$ cat src/rtl/cpu_stream_collector.sv
// -----------------------------------------------------------------------------
// cpu_stream_collector
//
// Collects the xorshift64 word streams of NUM_CPUS clients. The block checks
// each arriving word against a per-channel reference generator and buffers it
// in a per-channel FIFO. A round-robin arbiter then merges the FIFOs onto one
// valid/ready stream that carries the source index. Status counters track
// mismatches, delivered words and dropped words.
//
// Ports
//   clk       system clock, rising edge
//   rst_n     asynchronous active-low reset
//   clr       synchronous clear of status, FIFOs, arbiter and reference models
//   in_vld    per-channel word strobe (bit i = CPU i), no backpressure
//   in_data   channel i word in bits [64*i+63:64*i]
//   out_vld   merged output word valid
//   out_rdy   downstream ready
//   out_data  merged output word
//   out_idx   source CPU index of out_data
//   err_cnt   saturating count of mismatching words
//   word_cnt  wrapping count of output handshakes
//   overflow  sticky per-channel drop flags
// -----------------------------------------------------------------------------
module cpu_stream_collector #(
    parameter int          NUM_CPUS   = 4,
    parameter int          FIFO_DEPTH = 8,
    parameter logic [63:0] SEED_BASE  = 64'h1
) (
    input  logic                     clk,
    input  logic                     rst_n,
    input  logic                     clr,
    input  logic [NUM_CPUS-1:0]      in_vld,
    input  logic [64*NUM_CPUS-1:0]   in_data,
    output logic                     out_vld,
    input  logic                     out_rdy,
    output logic [63:0]              out_data,
    output logic [3:0]               out_idx,
    output logic [15:0]              err_cnt,
    output logic [31:0]              word_cnt,
    output logic [NUM_CPUS-1:0]      overflow
);

    localparam int AW = (FIFO_DEPTH > 1) ? $clog2(FIFO_DEPTH) : 1;
    localparam int CW = AW + 1;

    // One xorshift64 step: x ^= x<<13; x ^= x>>7; x ^= x<<17.
    function automatic logic [63:0] xs_next(input logic [63:0] x);
        logic [63:0] t;
        t = x ^ (x << 6'd13);
        t = t ^ (t >> 6'd7);
        t = t ^ (t << 6'd17);
        return t;
    endfunction

    // Reference generator state and FIFO bookkeeping
    logic [63:0]         seed_r   [NUM_CPUS];
    logic [63:0]         mem_r    [NUM_CPUS][FIFO_DEPTH];
    logic [AW-1:0]       wptr_r   [NUM_CPUS];
    logic [AW-1:0]       rptr_r   [NUM_CPUS];
    logic [CW-1:0]       cnt_r    [NUM_CPUS];
    logic [NUM_CPUS-1:0] overflow_r;

    // Arbiter and output stage
    logic [3:0]          rr_r;
    logic                out_vld_r;
    logic [63:0]         out_data_r;
    logic [3:0]          out_idx_r;
    logic [15:0]         err_cnt_r;
    logic [31:0]         word_cnt_r;

    // Combinational helpers
    logic [63:0]         expected_s [NUM_CPUS];
    logic [NUM_CPUS-1:0] mism_s;
    logic [NUM_CPUS-1:0] full_s;
    logic [NUM_CPUS-1:0] empty_s;
    logic [NUM_CPUS-1:0] push_s;
    logic [NUM_CPUS-1:0] pop_vec_s;
    int                  dist_s [NUM_CPUS];
    int                  best_dist_s;
    logic                cand_vld_s;
    logic [3:0]          cand_ch_s;
    logic [63:0]         cand_data_s;
    logic                pop_s;
    logic                hs_s;
    logic [3:0]          rr_next_s;
    logic [4:0]          err_sum_s;
    logic [16:0]         err_tot_s;
    logic [15:0]         err_next_s;

    // Per-channel check, FIFO status and write qualification
    always_comb begin
        mism_s  = {NUM_CPUS{1'b0}};
        full_s  = {NUM_CPUS{1'b0}};
        empty_s = {NUM_CPUS{1'b0}};
        push_s  = {NUM_CPUS{1'b0}};
        for (int j = 0; j < NUM_CPUS; j++) begin
            expected_s[j] = xs_next(seed_r[j]);
            mism_s[j]     = in_vld[j] && (in_data[64*j +: 64] != expected_s[j]);
            // Fullness uses pre-pop occupancy: a push into a full FIFO drops
            // even if the same cycle pops it.
            full_s[j]     = (cnt_r[j] == CW'(FIFO_DEPTH));
            empty_s[j]    = (cnt_r[j] == {CW{1'b0}});
            push_s[j]     = in_vld[j] && !full_s[j];
        end
    end

    // Distance of each channel from the round-robin pointer, wrapping
    always_comb begin
        for (int j = 0; j < NUM_CPUS; j++) begin
            dist_s[j] = (j >= int'(rr_r)) ? (j - int'(rr_r)) : (j + NUM_CPUS - int'(rr_r));
        end
    end

    // Candidate is the non-empty channel closest at or after rr
    always_comb begin
        cand_vld_s  = 1'b0;
        cand_ch_s   = 4'd0;
        best_dist_s = NUM_CPUS;
        for (int j = 0; j < NUM_CPUS; j++) begin
            if (!empty_s[j] && (dist_s[j] < best_dist_s)) begin
                cand_vld_s  = 1'b1;
                cand_ch_s   = 4'(j);
                best_dist_s = dist_s[j];
            end else begin
                best_dist_s = best_dist_s;
            end
        end
    end

    // Head word of the selected channel
    always_comb begin
        cand_data_s = 64'd0;
        for (int j = 0; j < NUM_CPUS; j++) begin
            cand_data_s = (cand_ch_s == 4'(j)) ? mem_r[j][rptr_r[j]] : cand_data_s;
        end
    end

    // Pop decision, handshake and next arbiter pointer
    always_comb begin
        hs_s      = out_vld_r && out_rdy;
        pop_s     = cand_vld_s && (!out_vld_r || out_rdy);
        rr_next_s = (cand_ch_s == 4'(NUM_CPUS - 1)) ? 4'd0 : (cand_ch_s + 4'd1);
        for (int j = 0; j < NUM_CPUS; j++) begin
            pop_vec_s[j] = pop_s && (cand_ch_s == 4'(j));
        end
    end

    // Number of mismatching channels this cycle, added with saturation
    always_comb begin
        err_sum_s = 5'd0;
        for (int j = 0; j < NUM_CPUS; j++) begin
            err_sum_s = err_sum_s + {4'd0, mism_s[j]};
        end
        err_tot_s  = {1'b0, err_cnt_r} + {12'd0, err_sum_s};
        err_next_s = err_tot_s[16] ? 16'hFFFF : err_tot_s[15:0];
    end

    // FIFO storage; contents need no reset because pointers define validity
    always_ff @(posedge clk) begin
        for (int i = 0; i < NUM_CPUS; i++) begin
            if (push_s[i] && !clr) begin
                mem_r[i][wptr_r[i]] <= in_data[64*i +: 64];
            end
        end
    end

    // Reference generators, FIFO pointers/occupancy and overflow flags
    always_ff @(posedge clk or negedge rst_n) begin
        if (!rst_n) begin
            for (int i = 0; i < NUM_CPUS; i++) begin
                seed_r[i] <= SEED_BASE + 64'(i);
                wptr_r[i] <= {AW{1'b0}};
                rptr_r[i] <= {AW{1'b0}};
                cnt_r[i]  <= {CW{1'b0}};
            end
            overflow_r <= {NUM_CPUS{1'b0}};
        end else if (clr) begin
            for (int i = 0; i < NUM_CPUS; i++) begin
                seed_r[i] <= SEED_BASE + 64'(i);
                wptr_r[i] <= {AW{1'b0}};
                rptr_r[i] <= {AW{1'b0}};
                cnt_r[i]  <= {CW{1'b0}};
            end
            overflow_r <= {NUM_CPUS{1'b0}};
        end else begin
            for (int i = 0; i < NUM_CPUS; i++) begin
                // The generator advances on every valid word, good or bad,
                // so a single corrupt word costs exactly one error.
                if (in_vld[i]) begin
                    seed_r[i] <= expected_s[i];
                end
                if (push_s[i]) begin
                    wptr_r[i] <= wptr_r[i] + AW'(1);
                end
                if (pop_vec_s[i]) begin
                    rptr_r[i] <= rptr_r[i] + AW'(1);
                end
                case ({push_s[i], pop_vec_s[i]})
                    2'b10:   cnt_r[i] <= cnt_r[i] + CW'(1);
                    2'b01:   cnt_r[i] <= cnt_r[i] - CW'(1);
                    default: cnt_r[i] <= cnt_r[i];
                endcase
                if (in_vld[i] && full_s[i]) begin
                    overflow_r[i] <= 1'b1;
                end
            end
        end
    end

    // Output register, arbiter pointer and status counters
    always_ff @(posedge clk or negedge rst_n) begin
        if (!rst_n) begin
            out_vld_r  <= 1'b0;
            out_data_r <= 64'd0;
            out_idx_r  <= 4'd0;
            rr_r       <= 4'd0;
            err_cnt_r  <= 16'd0;
            word_cnt_r <= 32'd0;
        end else if (clr) begin
            out_vld_r  <= 1'b0;
            rr_r       <= 4'd0;
            err_cnt_r  <= 16'd0;
            word_cnt_r <= 32'd0;
        end else begin
            if (pop_s) begin
                out_vld_r  <= 1'b1;
                out_data_r <= cand_data_s;
                out_idx_r  <= cand_ch_s;
                rr_r       <= rr_next_s;
            end else if (hs_s) begin
                out_vld_r  <= 1'b0;
            end
            if (hs_s) begin
                word_cnt_r <= word_cnt_r + 32'd1;
            end
            err_cnt_r <= err_next_s;
        end
    end

    assign out_vld  = out_vld_r;
    assign out_data = out_data_r;
    assign out_idx  = out_idx_r;
    assign err_cnt  = err_cnt_r;
    assign word_cnt = word_cnt_r;
    assign overflow = overflow_r;

endmodule

$ cat config.mk
export PLATFORM = sky130hd
export DESIGN_NAME = cpu_stream_collector
export DESIGN_NICKNAME = d
export VERILOG_FILES = /design/src/rtl/cpu_stream_collector.sv
export SDC_FILE = /design/constraint.sdc
export NUM_CORES = 2
export LEC_CHECK = 0
export ABC_CLOCK_PERIOD_IN_PS = 10900
export CORE_UTILIZATION = 64
export DETAILED_ROUTE_END_ITERATION = 10
export DONT_BUFFER_PORTS = 1
export MAX_ROUTING_LAYER = met4
export PLACE_DENSITY = 0.8
export SETUP_SLACK_MARGIN = 0.5
export SYNTH_ARGS = -nofsm -noshare
export SYNTH_HDL_FRONTEND = slang
export SYNTH_SLANG_ARGS = --single-unit
$ cat constraint.sdc
create_clock -name clk -period 10.9 [get_ports clk]
set_input_delay 2.18 -clock clk [delete_from_list [all_inputs] [get_ports clk]]
set_output_delay 2.18 -clock clk [all_outputs]
set_load 0.005 [all_outputs]
==> summary.txt <==
Setup path
  • Critical Path Start Type: flip-flop
  • WS Path Type: flip-flop to flip-flop
  • R2r setup slk: ~1.1 ns
  • CP max-delay cell: nand2b_2
  • Slowest stage delay, CP: about 1.2 ns
  • Critical path data required time: ~12 ns
  • Worst r2r src: rr_r[0]
  • Reg2reg path depth: 30
  • CP arrival: approximately 11 ns
  • Critical path destination: out_data[35]
  • CP Max Fanout: between 60 and 70
  • R2R Path End: out_data[35]
  • Setup crit end kind: flip-flop
  • Critical path startpoint: rr_r[0]

Pwr
  • Clock power share: ~25%
  • Sequential Power Share: between 30% and 40%
  • Comb power frac: about 39%
  • Sw power: 12.28 mW
  • Sw Ratio: around 37%
  • Static leakage: ~38 nW
  • Maximum VDD drop: ~0.00035 V
  • Pwr dens: ~290 mW/mm2
  • Power Internal: between 20 and 25 mW

Timing
  • Final setup vio count: 0
  • Final min period: just under 10 ns
  • Slew margin rel.: 6.218%
  • Final period util: between 80 and 90%
  • Clock Skew: about 0.037 ns
  • Max Freq: 102.1 MHz
  • Hold Fails Final Rpt: 0
  • Fin. max-slew vios: 0
  • Setup TNS: 0 ns
  • Worst-Margin Slew: roughly 1.4 ns
  • RSZ-0062 raised after global routing: no

Floorplanning
  • Die area: around 0.17 mm2
  • Num ports: a little under 400
  • Initial Util: 64.35%
  • Core ar.: 0.1648 mm2
  • Die width: approximately 410 um
  • Placement row count: roughly 150
  • DIE HEIGHT: approximately 410 um

Clock network
  • CTS resizes: 0
  • Clk buf depth: 3
  • CTS Buf Count: between 200 and 250
  • Worst-skew pair later-pin latency: between 0.8 and 0.9 ns
  • CTS tree: yes
  • Cts hold-fix bufs: 0
  • Clock Sinks: approximately 2500
  • CTS root buf: clkbuf_16
  • H-tree Lvls: 4
  • Post-CTS setup repair buffer count: 0
  • Clk pin slew, worst setup/hold paths: ~0.070 ns

Logic synthesis
  • Register bit count reported by yosys: 2465
  • Synth warn: 0
  • Synth Flop Type: edfxtp_1
  • Yosys top cell area share: about 58%
  • EDFF count, synth: a little over 2000
  • Mean area per synthesized cell: 16.90 um2
  • Top cells by area, synth: edfxtp_1 (58%), mux4_2 (11%), dfrtp_1 (9.7%), xnor2_1 (5.9%), xor2_1 (3.5%)
  • Area leader, netlist: edfxtp_1
  • Seq/Total Area, Yosys: around two thirds
  • Post-synth ARST share: ~17%
  • Mapped cell area: 0.1060 mm2
  • Synth Instances: 6275
  • Distinct cell type count after synthesis: 68

Place
  • Gpl congestion: roughly 0.95
  • Port bufs: 0
  • Hpwl dp: ~190 mm

Outcome
  • Result of the run: completed

Drt
  • DR vias/cell: around 6.7
  • DR iter-0 viols: between 7000 and 8000
  • Post-Route WL: slightly below 300 mm
  • Antenna Nets Post-Route: 0
  • Vias: between 50000 and 60000
  • Drt wl/cell: 33.92 um
  • First-pass DRT Iterations: 6
  • Remaining DRCs: 0

Final layout
  • P&R area growth vs syn: 9.615%
  • Final design utilization: between 70% and 80%
  • Final #Nets: approximately 6600
  • Fillers: around 10000
  • Share of cells above drive strength 1: 16.65%

Run
  • Max_cap viols: 0

GRT
  • GRT overflow: 0
  • GR Util All Layers: 36.54%
  • Initial antenna violation count: 26
  • First-pass GRT wire length: 418.1 mm
  • Largest net degree at the start of global routing: 418
  • Vias in the first global route: around 57000

Hold path
  • Worst hold path type: flip-flop to flip-flop
## worst min path at each step
stage	start	endpoint	slack, ns	depth (start not counted)
2_1_floorplan	overflow[0]	overflow[0]	0.49	2
3_3_place_gp	seed_r[54]	seed_r[54]	0.53	2
3_5_place_dp	seed_r[57]	seed_r[57]	0.55	2
4_1_cts	seed_r[53]	seed_r[53]	0.56	2
5_1_grt	seed_r[123]	seed_r[123]	0.59	2
6_report	seed_r[188]	seed_r[188]	0.56	2
## power by group through the flow
stage / Combinational [mW] / Clock, mW / Sequential [mW]
floorplan: 9.83 / 0 / 11.6
global placement: 12.4 / 0 / 12.1
detailed placement: 12.6 / 0 / 12.1
CTS: 12.8 / 8.28 / 12.0
global route: 13.9 / 8.61 / 12.1
finish: 13.0 / 8.23 / 12.0
## cell type report
cell class,instances,area (um2),area share [%]
Inverter,91,341.6,0.2938
Clock inverter,128,1398,1.202
Sequential cell,2465,71980,61.92
Tap cell,2189,2739,2.356
Clock buffer,313,6311,5.429
Timing Repair Buffer,81,633.1,0.5446
Multi-Input combinational cell,3401,32790,28.21
Antenna cell,18,45.04,0.03875
## cells by family (layout without fill, tap and decap cells)
logic type | after synthesis | count (layout) | share of synthesized area [%]
flops | 2465 | 2465 | 67.84
xor+xnor | 1135 | 1135 | 9.401
simple gates | 901 | 901 | 3.704
mux | 810 | 810 | 13.77
compound gates | 504 | 504 | 3.216
buf+inv | 414 | 613 | 1.498
fa+ha+maj | 45 | 45 | 0.5734
other cells | 1 | 24 | 0.003536
## state kept, by name, indices dropped and copies added (netlist names)
register	flops
cnt_r	16
rptr_r	12
word_cnt	32
err_cnt	16
overflow	4
seed_r	256
wptr_r	12
out_idx	2
rr_r	2
out_vld	1
mem_r	2048
out_data	64
## synthesized netlist by cell type, drive strengths merged, types with 3 or more instances
master   instances
o211ai          64
nor4            37
ha              39
o22ai            3
o21bai           7
inv             91
nand2b           7
xor2           424
a2bb2oi          3
o2111ai          5
dfstp            5
mux2i          231
clkbuf         222
and3            14
o31ai            3
fa               6
a31oi            6
dfrtp          412
nor2b           12
or3             15
o32ai            3
mux2            67
nand3b           3
o311ai           6
nor2           460
mux4           512
nand3           34
nor3            37
a21o             4
buf            101
a21oi          122
a211oi         180
nor3b           11
xnor2          710
edfxtp        2048
nor4b            3
nand2          218
nand4           33
and4             9
o21ai           84
o21a             3
## metrics by stage
stage	cells	power, mW	hold slack, ns	area [um2]	worst slack [ns]
floorplan	6280	21.42	0.4860	106100	1.059
global placement	8227	24.49	0.5326	108500	1.551
detailed placement	8227	24.72	0.5479	108500	1.562
CTS	8668	33.03	0.5620	116200	1.368
global route	8682	34.52	0.5863	116200	0.5357
finish	8686	33.22	0.5640	116200	1.102
## worst max-delay path, delay by kind of cell, from the launching register on
| kind | cells | cell delay, ns |
|---|---|---|
| AO/OA/AOI/OAI | 14 | 3.89 |
| adder cells (fa/ha/maj) | 6 | 1.69 |
| buffers and inverters | 4 | 1.16 |
| flip-flops | 1 | 0.51 |
| multiplexers | 1 | 0.36 |
| AND/OR/NAND/NOR | 5 | 1.96 |
## cells in the final DEF, fill, tap and decap left out, types with 14 or more instances in the layout
| cell type | synthesis | final |
|---|---|---|
| nor4_1 | 36 | 34 |
| nand4_1 | 33 | 33 |
| xor2_1 | 423 | 423 |
| diode_2 | 0 | 18 |
| clkinv_2 | 0 | 44 |
| clkbuf_8 | 0 | 18 |
| nand2_1 | 218 | 218 |
| mux2_2 | 67 | 67 |
| ha_1 | 39 | 36 |
| a21oi_1 | 122 | 122 |
| nor3_1 | 37 | 27 |
| and3_1 | 14 | 14 |
| a211oi_1 | 180 | 180 |
| o211ai_1 | 64 | 64 |
| nand3_1 | 34 | 34 |
| dfrtp_1 | 412 | 400 |
| mux2i_1 | 231 | 228 |
| buf_4 | 4 | 79 |
| inv_1 | 91 | 91 |
| edfxtp_1 | 2048 | 2048 |
| mux4_2 | 512 | 512 |
| xnor2_1 | 709 | 709 |
| bufinv_16 | 0 | 25 |
| o21ai_0 | 76 | 76 |
| clkinv_1 | 0 | 36 |
| clkbuf_16 | 0 | 233 |
| nor2_1 | 459 | 449 |
| clkbuf_1 | 220 | 62 |
| or3_1 | 15 | 15 |
## routing by layer
layer,up-vias,track usage [%],share of wire [%]
met3,683,13.20,13
met5,-,-,0
li1,23870,-,-
met4,0,18.19,5.9
met1,29860,45.98,36
met2,3379,52.70,45
Power figures use the tool's default switching activity.
